===== src/rtl/pwm_capture_pkg.sv =====
// rtl/pwm_capture_pkg.sv - shared state encoding and default sizing for the PWM capture block
package pwm_cap_pkg;

  typedef enum logic [1:0] {
    IDLE = 2'd0,
    HIGH = 2'd1,
    LOW  = 2'd2
  } cap_state_t;

  localparam int CNT_W_DEF       = 32;
  localparam int SYNC_STAGES_DEF = 2;
  localparam int TIMEOUT_CYC_DEF = 2**20;
  localparam int FILT_LEN_DEF    = 4;

endpackage


===== src/rtl/pwm_capture_if.sv =====
// rtl/pwm_capture_if.sv - control/measurement bundle between a PWM capture block and its user
interface pwm_capture_if #(
  parameter int CNT_W = 32
);
  logic             enable;
  logic             pwm_in;
  logic [CNT_W-1:0] period;
  logic [CNT_W-1:0] high_time;
  logic             meas_valid;
  logic             timeout;
  logic             stuck_level;

  modport slave (
    input  enable, pwm_in,
    output period, high_time, meas_valid, timeout, stuck_level
  );

  modport master (
    output enable, pwm_in,
    input  period, high_time, meas_valid, timeout, stuck_level
  );
endinterface


===== src/rtl/pwm_capture_in_cond.sv =====
// rtl/pwm_capture_in_cond.sv - pwm_in synchronizer, optional glitch filter (PWM_CAP_FILTER_EN), edge detect
module pwm_in_cond #(
  parameter int SYNC_STAGES = 2,
  parameter int FILT_LEN    = 4
) (
  input  logic clk,
  input  logic reset,
  input  logic pwm_in,
  output logic level,
  output logic rise,
  output logic fall
);

  logic [SYNC_STAGES-1:0] sync_q;
  logic                   synced;
  logic                   cond;
  logic                   prev_q;

  // multi-flop synchronizer; pwm_in enters at bit 0
  always_ff @(posedge clk or posedge reset) begin
    if (reset) sync_q <= '0;
    else       sync_q <= {sync_q[SYNC_STAGES-2:0], pwm_in};
  end

  assign synced = sync_q[SYNC_STAGES-1];

`ifdef PWM_CAP_FILTER_EN
  localparam int FW = (FILT_LEN < 2) ? 1 : $clog2(FILT_LEN + 1);

  logic [FW-1:0] filt_cnt;
  logic          filt_q;

  // filtered level flips only after FILT_LEN consecutive samples disagree with it
  always_ff @(posedge clk or posedge reset) begin
    if (reset) begin
      filt_q   <= 1'b0;
      filt_cnt <= '0;
    end else if (synced == filt_q) begin
      filt_cnt <= '0;
    end else if (filt_cnt == FW'(FILT_LEN - 1)) begin
      filt_q   <= synced;
      filt_cnt <= '0;
    end else begin
      filt_cnt <= filt_cnt + FW'(1);
    end
  end

  assign cond = filt_q;
`else
  logic unused_filt_len;
  assign unused_filt_len = (FILT_LEN > 0);
  assign cond = synced;
`endif

  // previous conditioned level for single-cycle edge pulses
  always_ff @(posedge clk or posedge reset) begin
    if (reset) prev_q <= 1'b0;
    else       prev_q <= cond;
  end

  assign level = cond;
  assign rise  = cond & ~prev_q;
  assign fall  = ~cond & prev_q;

endmodule


===== src/rtl/pwm_capture.sv =====
// rtl/pwm_capture.sv - PWM period/high-time capture with edge-loss timeout; PWM_CAP_FILTER_EN adds a glitch filter
module pwm_capture
  import pwm_cap_pkg::*;
#(
  parameter int CNT_W       = CNT_W_DEF,
  parameter int SYNC_STAGES = SYNC_STAGES_DEF,
  parameter int TIMEOUT_CYC = TIMEOUT_CYC_DEF,
  parameter int FILT_LEN    = FILT_LEN_DEF
) (
  input  logic          clk,
  input  logic          reset,
  pwm_capture_if.slave  bus
);

  localparam logic [CNT_W-1:0] TMO = CNT_W'(TIMEOUT_CYC);

  logic             level;
  logic             rise;
  logic             fall;
  cap_state_t       state;
  logic [CNT_W-1:0] run_cnt;
  logic [CNT_W-1:0] hi_lat;
  logic [CNT_W-1:0] period_q;
  logic [CNT_W-1:0] high_q;
  logic             valid_q;
  logic             timeout_q;
  logic             stuck_q;
  logic             sat;

  pwm_in_cond #(
    .SYNC_STAGES (SYNC_STAGES),
    .FILT_LEN    (FILT_LEN)
  ) u_cond (
    .clk    (clk),
    .reset  (reset),
    .pwm_in (bus.pwm_in),
    .level  (level),
    .rise   (rise),
    .fall   (fall)
  );

  assign sat = (run_cnt == TMO);

  // cycles since the last rise; restarts at 1 on a rise and parks at the timeout value
  always_ff @(posedge clk or posedge reset) begin
    if (reset)            run_cnt <= '0;
    else if (!bus.enable) run_cnt <= '0;
    else if (rise)        run_cnt <= CNT_W'(1);
    else if (!sat)        run_cnt <= run_cnt + CNT_W'(1);
  end

  // arm on the first rise, latch high time on fall, publish on the following rise
  always_ff @(posedge clk or posedge reset) begin
    if (reset) begin
      state     <= IDLE;
      hi_lat    <= '0;
      period_q  <= '0;
      high_q    <= '0;
      valid_q   <= 1'b0;
      timeout_q <= 1'b0;
      stuck_q   <= 1'b0;
    end else begin
      valid_q <= 1'b0;
      if (!bus.enable) begin
        state <= IDLE;
      end else begin
        unique case (state)
          IDLE: begin
            if (rise) state <= HIGH;
          end
          HIGH: begin
            if (sat) begin
              state     <= IDLE;
              timeout_q <= 1'b1;
              stuck_q   <= level;
            end else if (fall) begin
              state  <= LOW;
              hi_lat <= run_cnt;
            end
          end
          LOW: begin
            // a rise landing on the saturation cycle still counts as a period
            if (rise) begin
              state     <= HIGH;
              period_q  <= run_cnt;
              high_q    <= hi_lat;
              valid_q   <= 1'b1;
              timeout_q <= 1'b0;
            end else if (sat) begin
              state     <= IDLE;
              timeout_q <= 1'b1;
              stuck_q   <= level;
            end
          end
          default: state <= IDLE;
        endcase
      end
    end
  end

  assign bus.period      = period_q;
  assign bus.high_time   = high_q;
  assign bus.meas_valid  = valid_q;
  assign bus.timeout     = timeout_q;
  assign bus.stuck_level = stuck_q;

endmodule


===== src/flat_wrapper.sv =====
// flat-port wrapper written by rule: the top's interface ports become plain ports
module pwm_capture_flat import pwm_cap_pkg::*;
#(
  parameter int CNT_W       = CNT_W_DEF,
  parameter int SYNC_STAGES = SYNC_STAGES_DEF,
  parameter int TIMEOUT_CYC = TIMEOUT_CYC_DEF,
  parameter int FILT_LEN    = FILT_LEN_DEF
)
  (clk, reset, bus_enable, bus_pwm_in, bus_period, bus_high_time, bus_meas_valid, bus_timeout, bus_stuck_level);
  pwm_capture_if #(.CNT_W(CNT_W)) bus_i ();
  input  logic clk;
  input  logic reset;
  input wire logic [$bits(bus_i.enable)-1:0] bus_enable;
  input wire logic [$bits(bus_i.pwm_in)-1:0] bus_pwm_in;
  output wire logic [$bits(bus_i.period)-1:0] bus_period;
  output wire logic [$bits(bus_i.high_time)-1:0] bus_high_time;
  output wire logic [$bits(bus_i.meas_valid)-1:0] bus_meas_valid;
  output wire logic [$bits(bus_i.timeout)-1:0] bus_timeout;
  output wire logic [$bits(bus_i.stuck_level)-1:0] bus_stuck_level;
  assign bus_i.enable = bus_enable;
  assign bus_i.pwm_in = bus_pwm_in;
  assign bus_period = bus_i.period;
  assign bus_high_time = bus_i.high_time;
  assign bus_meas_valid = bus_i.meas_valid;
  assign bus_timeout = bus_i.timeout;
  assign bus_stuck_level = bus_i.stuck_level;
  pwm_capture #(.CNT_W(CNT_W), .SYNC_STAGES(SYNC_STAGES), .TIMEOUT_CYC(TIMEOUT_CYC), .FILT_LEN(FILT_LEN)) u_core (.clk(clk), .reset(reset), .bus(bus_i));
endmodule

===== config.mk =====
export PLATFORM = sky130hd
export DESIGN_NAME = pwm_capture_flat
export DESIGN_NICKNAME = d
export VERILOG_FILES = /design/src/rtl/pwm_capture_pkg.sv /design/src/rtl/pwm_capture_if.sv /design/src/rtl/pwm_capture_in_cond.sv /design/src/rtl/pwm_capture.sv /design/src/flat_wrapper.sv
export SDC_FILE = /design/constraint.sdc
export NUM_CORES = 1
export LEC_CHECK = 0
export BUFFER_PORTS_ARGS = -buffer_cell sky130_fd_sc_hd__clkbuf_2
export CORE_AREA = 5 5 136 138
export CTS_BUF_LIST = sky130_fd_sc_hd__clkbuf_8
export DETAILED_ROUTE_END_ITERATION = 10
export DIE_AREA = 0 0 141 143
export HOLD_SLACK_MARGIN = 0.03
export MAX_ROUTING_LAYER = met4
export REMOVE_ABC_BUFFERS = 1
export SLEW_MARGIN = 20
export SYNTH_ARGS = -nofsm -noshare
export SYNTH_HDL_FRONTEND = slang
export SYNTH_SLANG_ARGS = --single-unit

===== constraint.sdc =====
create_clock -name clk -period 5.5 [get_ports clk]
set_input_delay 0.825 -clock clk [delete_from_list [all_inputs] [get_ports clk]]
set_output_delay 0.825 -clock clk [all_outputs]
set_load 0.05 [all_outputs]

==> results by group, run 1 <==
STA
  – Final Hold Fails: 0
  – Final setup vio count: 0
  – Post-route clock period utilization: 49.96%
  – RSZ-0062 raised after global routing: no
  – Worst slew pin tran: 0.9719 ns
  – FMAX: 363.9 MHz
  – Fin crit period: 2.748 ns
  – Worst Skew: 0.01457 ns
  – Final Slew Violations: 0
  – Sum Neg Setup Slack: 0 ns
  – Slew margin rel.: 35.11%

Clocking
  – Reg clk slew, reported paths: 0.08 ns
  – Post-CTS sizing: 0
  – Cts bufs inserted: 17
  – CTS tree: done
  – Worst-skew pair later-pin latency: 0.45 ns
  – Clock root buffer: clkbuf_8
  – Hold buffer count at cts: 0
  – H-Tree Depth: 4
  – Clk buf depth: 2
  – Num Clock Sinks: 136
  – Setup bufs post-CTS: 0

Yosys
  – Avg Inst Size Synth: 10.37 um^2
  – Largest family of logic cells by synthesized area: simple AND/OR/NAND/NOR gates
  – Commonest cells post-synth: nand2_1, dfrtp_1, nor2_1, mux2_4, xnor2_1
  – Asr flop ratio synth: 100.0%
  – Post-synthesis xor/xnor area fraction: 4.178%
  – Most used DFF post-synth: dfrtp_1
  – Area leader, netlist: dfrtp_1
  – Post-Synth Simple-Gate Area: 22.04%
  – Adder-cell share of the synthesized area: 1.279%
  – Yosys warns: 0
  – Distinct cells, synth: 41
  – Cells after Synth: 566
  – Area share of the largest cell type after synthesis: 57.98%
  – Synth area leaders: dfrtp_1, nand2_1, mux2_4
  – Post-synthesis mux area share: 8.165%
  – Cell area after synthesis: 5869 um^2
  – Compound-Gate Fraction of Synth Area: 2.515%
  – Sequential area share after synthesis: 57.98%
  – Most numerous cell in the Yosys netlist: nand2_1
  – Yosys reg bits: 136
  – Post-synth EDFFs: 0

Routing
  – Met2 routed WL: 5589 um
  – DR vias/cell: 4.695
  – WL per Instance: 14.44 um
  – Top layer in use: met4
  – First-pass DRT Iterations: 5
  – Vias: 4,061
  – Detailed route wirelength on metal3: 707 um
  – DRT antenna net count: 0
  – DR iter-0 viols: 243
  – Met1 Wirelength: 6006 um
  – Wirelength, routed: 12,490 um
  – DRC: 0

GRT
  – Largest net degree at the start of global routing: 76
  – GRT Total Usage: 13.62%
  – Vias in the first global route: 4,199
  – First-pass GRT wire length: 21,400 um
  – Gr ovfl total: 0
  – Initial antenna violation count: 0

Critical path
  – Critical path peak fanout: 33
  – CP max stage delay: 0.59 ns
  – Worst EP required: 5.83 ns
  – Crit path cell chain: inv_1, ha_1, nor4bb_1, nand4_1, nor2_4, or3_4, mux2_2
  – CP delay by family, top: simple AND/OR/NAND/NOR gates
  – Startpoint types: flop
  – Critical setup path kind: reg2reg
  – Worst path bufs/invs: 1
  – CP max stage cell: or3_4
  – Critical Path Sink Type: flop
  – Worst EP arrival: 3.08 ns

Die
  – Area of the core: 17,060 um^2
  – Initial core utilization: 34.41%
  – Die area: 20,160 um^2
  – Horiz. Die Dim: 141 um
  – Die Span Y: 143 um
  – Row cnt: 48
  – IO Pins: 71

Cells and area
  – Layout cells sized above 1: 22.50%
  – Synth-to-Final Area Change: 15.26%
  – Nets: 637
  – Diodes inserted: 0
  – Core Util, Final: 39.66%

Worst hold path
  – Hold Path Class: reg2reg

Power and ir drop
  – Worst VDD drop: 0.1497 mV
  – P_leak: 0.003491 uW
  – P per Cell Area: 285.7 nW/um^2

Run status
  – Status: completed

Placement
  – DP HPWL: 8168 um
  – GPL Wtd Cong: 0.8370
  – IO buf count: 70

Job
  – Max-cap violation count: 0
worst reg2reg max path, delay by kind of cell, from the launching register on:
kind / cells / cell delay [ns]
fa+ha+maj: 1 / 0.19
flops: 1 / 0.43
buf+inv: 1 / 0.15
mux: 1 / 0.41
simple gates: 4 / 1.46
path summary, 6_finish.rpt:
kind                                    startpoint                  endpoint  slack, ns  depth (start not counted)
hold / removal             u_core.u_cond.sync_q[0]   u_core.u_cond.sync_q[1]       0.36                          0
setup / recovery                 u_core.run_cnt[0]          u_core.hi_lat[4]       2.75                          7
hold reg to reg            u_core.u_cond.sync_q[0]   u_core.u_cond.sync_q[1]       0.36                          0
setup reg to reg                 u_core.run_cnt[0]          u_core.hi_lat[4]       2.75                          7
min in group asynchronous                    reset      u_core.bus.period[2]       0.42                          2
max in group asynchronous                    reset  u_core.bus.high_time[16]       3.71                          3
registers in the layout, summed over array words and instances, names as in the netlist:
| name | cells |
|---|---|
| u_core.bus.high_time | 32 |
| u_core.bus.meas_valid | 1 |
| u_core.bus.period | 32 |
| u_core.bus.stuck_level | 1 |
| u_core.bus.timeout | 1 |
| u_core.hi_lat | 32 |
| u_core.run_cnt | 32 |
| u_core.state | 2 |
| u_core.u_cond.prev_q | 1 |
| u_core.u_cond.sync_q | 2 |
stage by stage:
stage	std cells	hold WS [ns]	total power, uW	setup slack (ns)	area (um^2)
after CTS	865	0.3587	1958	2.819	6758
after global routing	865	0.3824	2019	2.562	6765
after detailed placement	833	0.3411	1098	2.815	6342
final	865	0.3594	1933	2.752	6765
after global placement	833	0.3359	1095	2.947	6342
after floorplan	536	0.3312	1078	1.036	5685
cell usage in the layout (no fill, tap or decap), types with 2 or more instances in the layout:
cell type,instances
bufinv_16,3
clkbuf_8,19
nor2_1,33
o21ai_0,9
clkinv_4,2
nand4_1,7
nor3_1,10
and4_1,4
xnor2_1,21
or3_1,4
nand3_1,17
mux2_2,3
ha_1,6
clkbuf_2,70
nand2b_1,2
inv_1,10
a41oi_1,2
clkinv_2,4
and2_1,2
dfrtp_1,136
mux2_4,29
clkinvlp_4,3
nand2_1,196
buf_4,2
a21oi_1,6
xor2_1,7
nor4_1,14
layer usage:
layer | vias to the layer above | global-route usage, %
li1 | 1973 | -
met1 | 1969 | 17.90
met2 | 103 | 19.73
met3 | 16 | 4.052
met4 | 0 | 5.609
met5 | - | -
where the power goes:
part	internal (uW)	leakage, uW	switching [uW]
clock network	468	0.000209	387
logic	16.8	0.00139	46.0
registers	1010	0.00189	7.21
total	1490	0.00349	441
kinds of logic (layout without fill, tap and decap cells):
| logic type | Yosys count | after routing |
|---|---|---|
| AND/OR/NAND/NOR | 298 | 298 |
| flip-flops | 136 | 136 |
| buffers and inverters | 41 | 115 |
| multiplexers | 33 | 33 |
| XOR/XNOR | 28 | 28 |
| AO/OA/AOI/OAI | 24 | 24 |
| adder cells (fa/ha/maj) | 6 | 6 |
layout make-up:
| type | instances | area [um^2] |
|---|---|---|
| clock inverter | 13 | 153.9 |
| tap | 225 | 281.5 |
| clock buffer | 19 | 261.5 |
| multi-input combinational | 389 | 2253 |
| timing repair buffer | 72 | 365.4 |
| sequential | 136 | 3403 |
| inverter | 11 | 46.29 |
| fill | 1680 | 10290 |
No activity file was read; power rests on OpenSTA's default activity.
==> run 2, diff against run 1 <==
- ABC_AREA: not set -> 1
- CORE_AREA: 5 5 136 138 -> 5 5 137 139
- DIE_AREA: 0 0 141 143 -> 0 0 142 144
- clock period: 5.5 -> 2.7 ns (I/O delays scaled with it)
==> run 2 against run 1 <==
Net effect:
- synthesized cell count rose by 28%
- critical path type unchanged
- total power rose by 130%
- die area rose by 1.4%
- first-iteration DRC count rose by 10%
- via count rose by 18%
- register-to-register slack got worse by 2.0 ns
- combinational power rose to 6.1 times the previous value
- wire length rose by 14%
- count of clock-buffer cells in the layout rose by 1
==> results by group, run 2 <==
Cells and area
  – Nets: 816 (+28%)
  – Commonest cells after routing, fill and taps aside: nand2_1, dfrtp_1, nor2_1
  – Synth-to-Final Area Change: 18.26%
  – # fillers: 1,831 (+9.0%)
  – Diodes inserted: 0 (unchanged)
  – Commonest non-fill, non-tap cell in the layout: nand2_1
  – Layout cells sized above 1: 16.01% (-6.5 points)

Routing
  – DR vias/cell: 4.564 (-2.8%)
  – Vias: 4,778 (+18%)
  – DRC: 0 (unchanged)
  – DRT antenna net count: 0 (unchanged)
  – Wirelength, routed: 14,280 um (+14%)
  – First-pass DRT Iterations: 4 (-1)
  – DR iter-0 viols: 268 (+10%)
  – WL per Instance: 13.64 um (-5.6%)

Yosys
  – Cell area after synthesis: 5962 um^2 (+1.6%)
  – Asr flop ratio synth: 100.0% (unchanged)
  – Avg Inst Size Synth: 8.223 um^2 (-21%)
  – Yosys reg bits: 136 (unchanged)
  – Area leader, netlist: dfrtp_1
  – Cells after Synth: 725 (+28%)
  – Post-synth EDFFs: 0 (unchanged)
  – Most used DFF post-synth: dfrtp_1
  – Most numerous cell in the Yosys netlist: nand2_1
  – Distinct cells, synth: 28 (-32%)
  – Synth area leaders: dfrtp_1, nand2_1, o21ai_0
  – Commonest cells post-synth: nand2_1, dfrtp_1, nor2_1, o21ai_0, inv_1
  – Area share of the largest cell type after synthesis: 57.08% (-0.90 points)
  – Yosys warns: 0 (unchanged)
  – Sequential area share after synthesis: 57.08% (-0.90 points)

STA
  – Post-route clock period utilization: 71.95% (+22 points)
  – Final Hold Fails: 0 (unchanged)
  – Fin crit period: 1.943 ns (-0.8052 ns)
  – Final Slew Violations: 0 (unchanged)
  – Worst Skew: 0.01297 ns (-0.001602 ns)
  – FMAX: 514.7 MHz (+41%)
  – RSZ-0062 raised after global routing: no
  – Slew margin rel.: 67.94% (+33 points)
  – Hold WS: 0.06318 ns (-0.2962 ns)
  – Worst slew pin tran: 0.4810 ns (-0.4909 ns)
  – Final setup vio count: 0 (unchanged)

Placement
  – IO buf count: 70 (unchanged)
  – DP HPWL: 10,250 um (+25%)
  – GPL Wtd Cong: 0.8962 (+7.1%)

Job
  – Max-cap violation count: 0 (unchanged)

Power and ir drop
  – Int Pwr: 3267 uW (+120%)
  – P per Cell Area: 624.9 nW/um^2 (+120%)
  – Worst VDD drop: 0.3504 mV (+130%)
  – Sw power: 1139 uW (+160%)
  – Sw frac: 25.86% (+3.1 points)
  – Clock power frac: 43.0% (-1.3 points)
  – Sequential power share: 48.3% (-4.2 points)
  – Logic pwr share: 8.8% (+5.6 points)
  – PnR Total Power: 4406 uW (+130%)
  – P_leak: 0.003543 uW (+1.5%)

Die
  – IO Pins: 71 (unchanged)
  – Area of the core: 17,530 um^2 (+2.8%)
  – Horiz. Die Dim: 142 um (+0.71%)
  – Initial core utilization: 34.00% (-0.41 points)
  – Row cnt: 49 (+2.1%)
  – Die area: 20,450 um^2 (+1.4%)
  – Die Span Y: 144 um (+0.70%)

Critical path
  – Critical setup path kind: reg2reg
  – Startpoint types: flop
  – Worst EP arrival: 2.26 ns (-0.82 ns)
  – Critical path peak fanout: 40 (+21%)
  – Worst EP required: 3.01 ns (-2.82 ns)
  – Critical Path Sink Type: flop

Clocking
  – H-Tree Depth: 4 (unchanged)
  – Worst-skew pair later-pin latency: 0.46 ns (about the same)
  – Reg clk slew, reported paths: 0.08 ns (about the same)
  – Cts bufs inserted: 17 (unchanged)
  – Clock root buffer: clkbuf_8
  – Clk buf depth: 2 (unchanged)
  – Post-CTS sizing: 0 (unchanged)
  – CTS tree: done
  – Num Clock Sinks: 136 (unchanged)

Worst hold path
  – Hold Path Class: in2reg

GRT
  – GRT Total Usage: 15.26% (+1.6 points)
  – Gr ovfl total: 0 (unchanged)
  – Initial antenna violation count: 0 (unchanged)
  – Largest net degree at the start of global routing: 54 (-29%)
  – First-pass GRT wire length: 24,060 um (+12%)
  – Vias in the first global route: 4,723 (+12%)

Run status
  – Status: completed
run 2: changes by cell type after synthesis, moves of 21 or more:
cell / delta
nor2_1: +39
mux2_4: -29
o21ai_0: +60
inv_1: +47
xnor2_1: -21
nand2_1: +67
run 2: layout make-up:
class / count / area [um^2] / area share (%)
flip-flops and latches: 136 / 3403 / 48.27
multi-input cells: 507 / 2231 / 31.64
repair buffers: 83 / 450.4 / 6.389
well taps: 229 / 286.5 / 4.064
clock buffers: 20 / 275.3 / 3.904
inverters: 61 / 234.0 / 3.319
clock inverters: 11 / 170.2 / 2.413
run 2: critical path: stages, from the launching register on:
cell and delay [ns]:
dfrtp_1 0.42, inv_1 0.12, ha_1 0.18, nand3_1 0.08, nor2_1 0.11, nand2_1 0.08
nor2_2 0.17, nor2_1 0.08, nand2_2 0.07, buf_4 0.32, o21ai_0 0.15
run 2: layer usage:
| layer | global-route usage [%] | share of wire, % | up-vias | wire length, um |
|---|---|---|---|---|
| met5 | - | 0 | - | 0 |
| met4 | 5.051 | 1.8 | 0 | 257 |
| met3 | 4.101 | 4.5 | 19 | 638 |
| met2 | 23.16 | 45 | 99 | 6438 |
| met1 | 19.95 | 49 | 2214 | 6946 |
| li1 | - | - | 2446 | - |
run 2: final timing paths:
check                                             start                      end  slack, ns  depth (start not counted)
worst max-delay path                  u_core.run_cnt[0]        u_core.hi_lat[29]       0.76                         10
worst min-delay path                         bus_pwm_in  u_core.u_cond.sync_q[0]       0.06                          1
worst max register to register        u_core.run_cnt[0]        u_core.hi_lat[29]       0.76                         10
worst min register to register  u_core.u_cond.sync_q[0]  u_core.u_cond.sync_q[1]       0.36                          0
max in group asynchronous                         reset        u_core.run_cnt[2]       1.43                          4
min in group asynchronous                         reset     u_core.bus.period[9]       0.54                          3
run 2: cells by family (layout without fill, tap and decap cells):
| family | after synthesis | count (layout) | synth area share [%] |
|---|---|---|---|
| compound gates | 96 | 96 | 8.122 |
| simple gates | 403 | 403 | 27.70 |
| fa+ha+maj | 6 | 6 | 1.259 |
| flops | 136 | 136 | 57.08 |
| xor+xnor | 2 | 2 | 0.2939 |
| buf+inv | 82 | 175 | 5.540 |
run 2: repair_timing:
action / in CTS / in global routing
hold buffers: 1 / 0
setup buffers: 0 / 0
endpoints found under the hold margin: 49 / 0
run 2: power groups by stage:
stage	combinational (uW)	clock (uW)	sequential, uW
2_1_floorplan	200	0	2240
3_3_place_gp	393	0	2160
3_5_place_dp	390	0	2170
4_1_cts	395	1940	2130
5_1_grt	446	2020	2140
6_report	386	1890	2130
run 2: per-stage QoR:
step           cell area [um^2]  worst slack (ns)  TNS [ns]  util, %  std cells
4_1_cts                    7051            0.7250         0    40.21       1047
2_1_floorplan              5861            -1.344   -215.89        -        704
3_3_place_gp               6595            0.8746         0    37.61       1015
6_report                   7051            0.7572         0    40.21       1047
3_5_place_dp               6595            0.7755         0    37.61       1015
5_1_grt                    7051            0.5450         0    40.21       1047
==> run 3, diff against run 2 <==
- clock period: 2.7 -> 1.7 ns (I/O delays scaled with it)
==> run 3 against run 2 <==
Net effect:
- sequential power up 59%
- global-route usage increased by 0.27 points
- cell count up 5.6%
==> results by group, run 3 (same netlist as run 2, synthesis figures left out) <==
Run status
  – Status: completed

Critical path
  – CP delay by family, top: simple AND/OR/NAND/NOR gates
  – Startpoint types: flop
  – CP dominant cell by count: nor2_4
  – Critical Path Sink Type: flop
  – RR Startpoint: u_core.run_cnt[0]
  – Worst path bufs/invs: 2 (unchanged)
  – CP max stage delay: 0.42 ns (about the same)
  – Worst EP arrival: 2.03 ns (-0.23 ns)
  – CP max stage cell: dfrtp_2
  – Critical path peak fanout: 7 (-83%)
  – Crit path cell chain: inv_2, ha_4, nand3_2, nor2_1, nand2_1, nor2_4, nor2_4, nand2_4, buf_12, nand2_2, o21ai_2
  – Worst EP required: 2.05 ns (-0.96 ns)
  – Critical setup path kind: reg2reg
  – Reg-to-reg setup timing slack: 0.01 ns (-0.74 ns)
  – RR Endpoint: u_core.hi_lat[12]
  – Logic depth of the worst setup path including buffers: 11 (+1)
  – FF-to-FF path depth: 11 (+1)

Clocking
  – CTS tree: done
  – Cts bufs inserted: 17 (unchanged)
  – Clock root buffer: clkbuf_8
  – Worst-skew pair later-pin latency: 0.46 ns (about the same)
  – Reg clk slew, reported paths: 0.08 ns (about the same)
  – Num Clock Sinks: 136 (unchanged)
  – Clk buf depth: 2 (unchanged)
  – H-Tree Depth: 4 (unchanged)

STA
  – Final setup vio count: 0 (unchanged)
  – Fin crit period: 1.688 ns (-0.2552 ns)
  – Post-route clock period utilization: 99.27% (+27 points)
  – Slew margin rel.: 71.31% (+3.4 points)
  – Worst Skew: 0.01387 ns (+0.0008941 ns)
  – RSZ-0062 raised after global routing: yes
  – Final Hold Fails: 0 (unchanged)
  – FMAX: 592.6 MHz (+15%)
  – Sum Neg Setup Slack: 0 ns (unchanged)
  – Worst slew pin tran: 0.4265 ns (-0.05446 ns)
  – Final setup margin: 0.01240 ns (-0.7448 ns)
  – Final Slew Violations: 0 (unchanged)

Job
  – Max-cap violation count: 0 (unchanged)

Routing
  – DR vias/cell: 4.711 (+3.2%)
  – DR iter-0 viols: 327 (+22%)
  – Wirelength, routed: 16,270 um (+14%)
  – WL per Instance: 14.71 um (+7.9%)
  – Vias: 5,210 (+9.0%)
  – First-pass DRT Iterations: 4 (unchanged)
  – DRT antenna net count: 0 (unchanged)
  – DRC: 0 (unchanged)

Die
  – Row cnt: 49 (unchanged)
  – Die area: 20,450 um^2 (unchanged)
  – Die Span Y: 144 um (unchanged)
  – IO Pins: 71 (unchanged)
  – Area of the core: 17,530 um^2 (unchanged)
  – Horiz. Die Dim: 142 um (unchanged)
  – Initial core utilization: 34.00% (unchanged)

Cells and area
  – Synth-to-Final Area Change: 37.19%
  – Commonest non-fill, non-tap cell in the layout: nand2_1
  – Layout cells sized above 1: 31.13% (+15 points)
  – Diodes inserted: 0 (unchanged)
  – Nets: 874 (+7.1%)
  – Core Util, Final: 46.65% (+6.4 points)
  – Commonest cells after routing, fill and taps aside: nand2_1, dfrtp_1, clkbuf_2
  – # fillers: 1,721 (-6.0%)

Worst hold path
  – Hold Path Origin: bus_enable
  – Hold Path Stages: 5 (+4)
  – Hold endpoint: u_core.run_cnt[17]
  – Hold Path Class: in2reg

GRT
  – Gr ovfl total: 0 (unchanged)
  – First-pass GRT wire length: 24,530 um (+1.9%)
  – Initial antenna violation count: 0 (unchanged)
  – GRT Total Usage: 15.53% (+0.27 points)
  – Largest net degree at the start of global routing: 56 (+3.7%)
  – Vias in the first global route: 4,910 (+4.0%)

Placement
  – GPL Wtd Cong: 0.9279 (+3.5%)
  – IO buf count: 70 (unchanged)
  – Pre-CTS setup slack: -0.02047 ns (-0.7959 ns)
  – DP HPWL: 10,650 um (+4.0%)

Power and ir drop
  – P_leak: 0.004033 uW (+14%)
  – P per Cell Area: 955.0 nW/um^2 (+53%)
  – Worst VDD drop: 0.5098 mV (+46%)
  – PnR Total Power: 7811 uW (+77%)
==> run 3: where the power goes <==
part | internal, uW | switching [uW]
registers | 3320 | 67.5
clock network | 2310 | 1290
logic | 270 | 550
total | 5900 | 1910
==> run 3: worst reg2reg max path, cell delays in order (launching register included) <==
cell,delay (ns)
dfrtp_2,0.42
inv_2,0.07
ha_4,0.16
nand3_2,0.05
nor2_1,0.04
nand2_1,0.10
nor2_4,0.05
nor2_4,0.23
nand2_4,0.16
buf_12,0.20
nand2_2,0.06
o21ai_2,0.05
==> run 3: how the worst max path moves through the flow <==
| stage | slack [ns] | end | from |
|---|---|---|---|
| detailed placement | -0.02 | u_core.run_cnt[24] | u_core.run_cnt[0] |
| CTS | -0.006 | u_core.run_cnt[24] | u_core.run_cnt[0] |
| finish | 0.01 | u_core.hi_lat[12] | u_core.run_cnt[0] |
| global placement | 0.01 | u_core.run_cnt[22] | u_core.run_cnt[0] |
| floorplan | -2.19 | u_core.bus.high_time[0] | reset |
| global route | -0.08 | u_core.run_cnt[24] | u_core.run_cnt[1] |
==> run 3: final cells by class <==
class | count | area (um^2) | area share (%)
timing repair buffer | 140 | 1086 | 13.28
sequential | 136 | 3410 | 41.69
clock inverter | 12 | 269.0 | 3.289
tap | 229 | 286.5 | 3.503
multi-input combinational | 508 | 2614 | 31.96
inverter | 61 | 239.0 | 2.922
clock buffer | 20 | 275.3 | 3.365
==> run 3: per-stage QoR <==
step / instances / instance area [um^2] / hold slack [ns]
4_1_cts: 1091 / 7597 / 0.2035
3_5_place_dp: 1057 / 6998 / 0.2915
2_1_floorplan: 704 / 5861 / 0.2864
6_report: 1106 / 8179 / 0.2552
5_1_grt: 1106 / 8179 / 0.2329
3_3_place_gp: 1057 / 6998 / 0.2856
==> run 3: what timing repair did <==
action	4_1_cts	5_1_grt
gates resized for setup	8	136
buffers inserted	0	5
hold buffers	2	0
hold endpoints to repair	36	0
gates cloned	0	10
pin swaps	0	13
endpoints found under the setup margin	23	67
==> run 3: per-layer routing <==
metal | vias up | track usage (%) | share of wire [%]
li1 | 2573 | - | -
met3 | 22 | 3.406 | 4.3
met5 | - | - | 0
met2 | 108 | 24.35 | 48
met4 | 0 | 5.606 | 1.7
met1 | 2507 | 19.94 | 46
